[src/rtl/pad_dir_sequencer.sv]
// Bidirectional pad direction sequencer: owns pad output-enable, drive
// strength and pulls, inserts a tri-state gap on every direction change and
// synchronizes the asynchronous pad input with edge detection.
module pad_dir_sequencer #(
  parameter int unsigned TurnCycles      = 2,
  parameter int unsigned SyncStages      = 2,
  parameter logic [3:0]  DefaultStrength = 4'h4
) (
  input  logic       clk_i,
  input  logic       rst_ni,
  input  logic       req_valid_i,
  output logic       req_ready_o,
  input  logic       req_dir_out_i,
  input  logic [3:0] req_strength_i,
  input  logic [1:0] req_pull_i,
  input  logic       out_data_i,
  output logic       in_data_o,
  output logic       in_rise_o,
  output logic       in_fall_o,
  output logic       busy_o,
  output logic       pad_data_o,
  output logic       pad_oe_no,
  output logic [3:0] pad_strength_o,
  output logic       pad_pullup_en_o,
  output logic       pad_pulldown_en_o,
  input  logic       pad_data_i
);

  typedef enum logic [1:0] {
    ST_IN          = 2'd0,
    ST_OUT         = 2'd1,
    ST_TURN_TO_OUT = 2'd2,
    ST_TURN_TO_IN  = 2'd3
  } state_t;

  // Counter counts down the remaining gap cycles after the entry cycle.
  localparam logic [3:0] TurnLoad = 4'(TurnCycles - 1);

  state_t               state_reg, state_next;
  logic [3:0]           turn_cnt_reg, turn_cnt_next;
  logic                 accept;

  logic                 oe_n_reg, oe_n_next;
  logic                 data_reg, data_next;
  logic [3:0]           strength_reg, strength_next;
  logic                 pullup_reg, pullup_next;
  logic                 pulldown_reg, pulldown_next;
  logic                 rise_reg, rise_next;
  logic                 fall_reg, fall_next;
  logic [SyncStages-1:0] sync_reg;

  assign req_ready_o = (state_reg == ST_IN) || (state_reg == ST_OUT);
  assign busy_o      = (state_reg == ST_TURN_TO_OUT) || (state_reg == ST_TURN_TO_IN);
  assign accept      = req_valid_i && req_ready_o;

  // State register and turnaround counter.
  always_ff @(posedge clk_i or negedge rst_ni) begin
    if (!rst_ni) begin
      state_reg    <= ST_IN;
      turn_cnt_reg <= 4'd0;
    end else begin
      state_reg    <= state_next;
      turn_cnt_reg <= turn_cnt_next;
    end
  end

  // Next-state logic: only a direction change starts a turnaround; the gap
  // ends when the counter has reached zero (it never wraps).
  always_comb begin
    state_next    = state_reg;
    turn_cnt_next = turn_cnt_reg;
    case (state_reg)
      ST_IN: begin
        if (accept && req_dir_out_i) begin
          state_next    = ST_TURN_TO_OUT;
          turn_cnt_next = TurnLoad;
        end
      end
      ST_OUT: begin
        if (accept && !req_dir_out_i) begin
          state_next    = ST_TURN_TO_IN;
          turn_cnt_next = TurnLoad;
        end
      end
      ST_TURN_TO_OUT: begin
        if (turn_cnt_reg == 4'd0) state_next = ST_OUT;
        else                      turn_cnt_next = turn_cnt_reg - 4'd1;
      end
      ST_TURN_TO_IN: begin
        if (turn_cnt_reg == 4'd0) state_next = ST_IN;
        else                      turn_cnt_next = turn_cnt_reg - 4'd1;
      end
      default: state_next = ST_IN;
    endcase
  end

  // Output logic: next values of the registered pad controls are derived
  // from the next state, so drive is enabled only while the state is OUT.
  always_comb begin
    oe_n_next     = (state_next != ST_OUT);
    data_next     = (state_next == ST_OUT) ? out_data_i : 1'b0;
    strength_next = accept ? req_strength_i : strength_reg;
    pullup_next   = pullup_reg;
    pulldown_next = pulldown_reg;
    if ((state_next == ST_OUT) || (state_next == ST_TURN_TO_OUT)) begin
      pullup_next   = 1'b0;
      pulldown_next = 1'b0;
    end else if (accept) begin
      // Encoding 11 decodes to neither pull, so both can never be set.
      pullup_next   = (req_pull_i == 2'b01);
      pulldown_next = (req_pull_i == 2'b10);
    end
    rise_next = !sync_reg[SyncStages-1] &&  sync_reg[SyncStages-2];
    fall_next =  sync_reg[SyncStages-1] && !sync_reg[SyncStages-2];
  end

  // Registered pad controls and edge pulses.
  always_ff @(posedge clk_i or negedge rst_ni) begin
    if (!rst_ni) begin
      oe_n_reg     <= 1'b1;
      data_reg     <= 1'b0;
      strength_reg <= DefaultStrength;
      pullup_reg   <= 1'b0;
      pulldown_reg <= 1'b0;
      rise_reg     <= 1'b0;
      fall_reg     <= 1'b0;
    end else begin
      oe_n_reg     <= oe_n_next;
      data_reg     <= data_next;
      strength_reg <= strength_next;
      pullup_reg   <= pullup_next;
      pulldown_reg <= pulldown_next;
      rise_reg     <= rise_next;
      fall_reg     <= fall_next;
    end
  end

  // Input synchronizer chain; stage 0 samples the asynchronous pad input.
  for (genvar gi = 0; gi < SyncStages; gi++) begin : g_sync
    // One synchronizer stage.
    always_ff @(posedge clk_i or negedge rst_ni) begin
      if (!rst_ni) sync_reg[gi] <= 1'b0;
      else if (gi == 0) sync_reg[gi] <= pad_data_i;
      else sync_reg[gi] <= sync_reg[(gi == 0) ? 0 : gi-1];
    end
  end

  assign in_data_o         = sync_reg[SyncStages-1];
  // Edge pulses line up with the in_data_o transition and are masked outside IN.
  assign in_rise_o         = rise_reg && (state_reg == ST_IN);
  assign in_fall_o         = fall_reg && (state_reg == ST_IN);
  assign pad_data_o        = data_reg;
  assign pad_oe_no         = oe_n_reg;
  assign pad_strength_o    = strength_reg;
  assign pad_pullup_en_o   = pullup_reg;
  assign pad_pulldown_en_o = pulldown_reg;

endmodule

[config.mk]
export PLATFORM = sky130hd
export DESIGN_NAME = pad_dir_sequencer
export DESIGN_NICKNAME = d
export VERILOG_FILES = /design/src/rtl/pad_dir_sequencer.sv
export SDC_FILE = /design/constraint.sdc
export NUM_CORES = 1
export LEC_CHECK = 0
export ABC_CLOCK_PERIOD_IN_PS = 1950
export CELL_PAD_IN_SITES_DETAIL_PLACEMENT = 1
export CELL_PAD_IN_SITES_GLOBAL_PLACEMENT = 1
export CORE_UTILIZATION = 30
export DETAILED_ROUTE_END_ITERATION = 8
export GPL_TIMING_DRIVEN = 0
export PLACE_DENSITY = 0.76
export SLEW_MARGIN = 15
export SYNTH_ARGS = -nofsm -noshare
export SYNTH_HDL_FRONTEND = slang
export SYNTH_SLANG_ARGS = --single-unit
[constraint.sdc]
create_clock -name clk_i -period 1.95 [get_ports clk_i]
set_input_delay 0.2925 -clock clk_i [delete_from_list [all_inputs] [get_ports clk_i]]
set_output_delay 0.2925 -clock clk_i [all_outputs]
set_load 0.005 [all_outputs]
==> summary.txt <==
Top Ports = 25
Fin crit share = 95.3%
Die ar. = 2850 sq um
Initial detailed-routing violation count = 5
Mapped Area = 793 sq um
Seq/Total Area, Yosys = 57.1%
Final instance area = 1140 sq um
Htree depth = 1
Area Overhead vs Synth = 43.5%
Vias in the first global route = 571
Crit-path cells = buf_2, nor3b_1, clkdlybuf4s50_1
DRT antenna net count = 0
RD Place Congestion = 0.757
Routed vias/inst = 4.62
Core box area = 2480 sq um
Fin cells = 124
Clk Tree Root Cell = clkbuf_4
Clock Power Share = 13.5%
Area occupied by multi-input gates = 315 sq um
Worst path top cell family by delay = buffers and inverters
Reg-to-reg setup timing slack = 0.13 ns
Clk_lat worst skew = 0.28 ns
Pwr Density = 1450 nW/um^2
Synth cell types = 28
Logic pwr share = 48.9%
Setup Crit Path Kind = flip-flop to primary output
Max Freq = 0.538 GHz
Commonest non-fill, non-tap cells in the layout = clkdlybuf4s50_1 (23), dfrtp_1 (16), nand2_1 (4), mux2_2 (4)
Syn_area_per_cell = 12.6 sq um
DR WL/cell = 13.0 microns
Cell taking the most area after synthesis = dfrtp_1
CTS sink count = 18
Worst path arrival time = 1.57 ns
Row count = 18
Global-route wire length before repair = 2660 microns
Slew margin rel. = 46.5%
Grt ovf = 0
First-pass DRT Iterations = 3
Die W = 53.4 microns
Antenna cells = 0
Worst path max stage delay = 0.52 ns
Synthesized flop and latch total = 18
R2R cell count = 7
Largest buffer count on any clock path = 2
Initial Util = 32.0%
Worst-Margin Slew = 0.800 ns
I/O Buffers = 24
Clk slew on worst S/H paths = 0.10 ns
Post-DP HPWL = 1260 microns
FF-to-FF End = pad_pulldown_en_o$_DFFE_PN0P_
Power Internal = 1.12 mW
Reg-to-Reg Start = turn_cnt_reg[1]$_DFFE_PN0P_
Fraction of layout cells with a size suffix above 1 = 22.3%
Most common cell after layout, fill and taps aside = clkdlybuf4s50_1
Hold Path Stages = 0
Max Cap Viol = 0
Worst Path Required = 1.66 ns
Max Slew Vio Count = 0
Share of Yosys cell area claimed by the top area cell type = 50.5%
Fin Clk Skew = 0.00556 ns
TritonCTS Buffers = 3
Final hold slack = 0.419 ns
Reg area = 453 sq um
Final Hold Vio Count = 0
Setup violators final = 0
Mapped Nets = 77
Die height = 53.4 microns
Seq pwr share = 37.7%
Largest net degree at the start of global routing = 19
Crit path max fanout = 10
Status = finished, final reports clean
Startpoint Class = flip-flop
Worst vdd ir = 639 uV
Via Count = 573
Hold path startpoint = sync_reg[0]$_DFF_PN0_
Fillers = 284
Sw frac = 32.3%
Ranking of synthesized cells by area = dfrtp_1 (50%), dfstp_2 (6.6%), mux2_2 (5.7%)
DP Area = 1070 sq um
All-Layer GR Usage = 13.7%
Slowest CP cell = clkdlybuf4s50_1
Cells after DPL = 117
CTS tree = done
Min cycle time layout = 1.86 ns
Antenna violations before repair = 0
Psw = 534 uW
Crit path buffers/inverters = 2
Hold-fix buffers, CTS = 0
Yosys warning count = 0
Nets@finish = 109
CP endpoint kind = primary output
Final WL = 1620 microns
Remaining DRCs = 0
Core Util, Final = 46.0%
Worst hold path class = flip-flop to flip-flop
Hold EP = in_data_o$_DFF_PN0_
Post-Syn Instances = 63
Leak pwr = 0.504 nW
==> per-stage QoR <==
stage	setup slack (ns)	TNS [ns]	power [mW]
floorplan	0.266	0	1.05
global placement	0.0372	0	1.34
detailed placement	-0.0361	-0.0666	1.39
CTS	0.0167	0	1.61
global route	-0.0139	-0.0247	1.80
finish	0.0924	0	1.65
==> Yosys cell counts (all sizes together) <==
cell,instances
mux2i,2
nand2b,1
dfstp,2
nor2b,2
o2bb2ai,1
a21o,2
nand3b,1
inv,4
xnor2,1
xor2,1
dfrtp,16
buf,2
nor3b,3
a21boi,2
and2,1
nor2,2
ha,2
a21oi,2
a22o,1
nor3,2
or3b,2
nand2,4
clkbuf,1
o31ai,1
mux2,4
a221oi,1
==> final cells by class <==
type                       count  area share, %
timing repair buffer          27           23.0
sequential                    18           39.8
clock buffer                   4           3.19
multi-input combinational     38           27.7
inverter                       4           1.32
tap                           30           3.30
buffer                         3           1.76
==> worst max path at each step <==
stage / slack [ns] / to / cells after the start / from
floorplan: 0.27 / pad_pulldown_en_o$_DFFE_PN0P_ / 7 / turn_cnt_reg[0]$_DFFE_PN0P_
global placement: 0.04 / pad_pullup_en_o$_DFFE_PN0P_ / 6 / req_dir_out_i
detailed placement: -0.04 / pad_pulldown_en_o$_DFFE_PN0P_ / 6 / req_dir_out_i
CTS: 0.02 / pad_pulldown_en_o$_DFFE_PN0P_ / 7 / turn_cnt_reg[0]$_DFFE_PN0P_
global route: -0.01 / pad_pulldown_en_o$_DFFE_PN0P_ / 7 / turn_cnt_reg[1]$_DFFE_PN0P_
finish: 0.09 / in_rise_o / 3 / state_reg[1]$_DFF_PN0_
==> cells by family (layout without fill, tap and decap cells) <==
| group | count (synthesis) | in the layout | share of synthesized area, % |
|---|---|---|---|
| compound gates | 10 | 10 | 9.31 |
| xor+xnor | 2 | 2 | 2.21 |
| fa+ha+maj | 2 | 2 | 3.15 |
| buf+inv | 7 | 38 | 4.41 |
| flops | 18 | 18 | 57.1 |
| mux | 6 | 6 | 8.20 |
| simple gates | 18 | 18 | 15.6 |
==> power groups by stage <==
stage / sequential, mW / combinational, mW / clock (mW)
CTS: 0.620 / 0.761 / 0.233
global placement: 0.616 / 0.722 / 0
detailed placement: 0.628 / 0.757 / 0
floorplan: 0.616 / 0.437 / 0
global route: 0.647 / 0.898 / 0.256
finish: 0.622 / 0.807 / 0.223
==> worst register-to-register path, cell delays in order (launching register included) <==
cell and delay [ns]:
dfrtp_1 0.42, inv_1 0.09, ha_2 0.20, nor3b_4 0.27, nand2_1 0.13, xnor2_2 0.15
ha_1 0.31, a21boi_1 0.13
==> repair_timing <==
item | in CTS | in global routing
gates resized for setup | 1 | 4
setup endpoints to repair | 1 | 4
setup buffers | 0 | 3
==> metal layers <==
metal	global-route usage, %	wire length (microns)
met1	15.4	658
met2	22.7	874
met3	2.01	39
met4	10.5	46
met5	0	0
No activity file was read; power rests on OpenSTA's default activity.
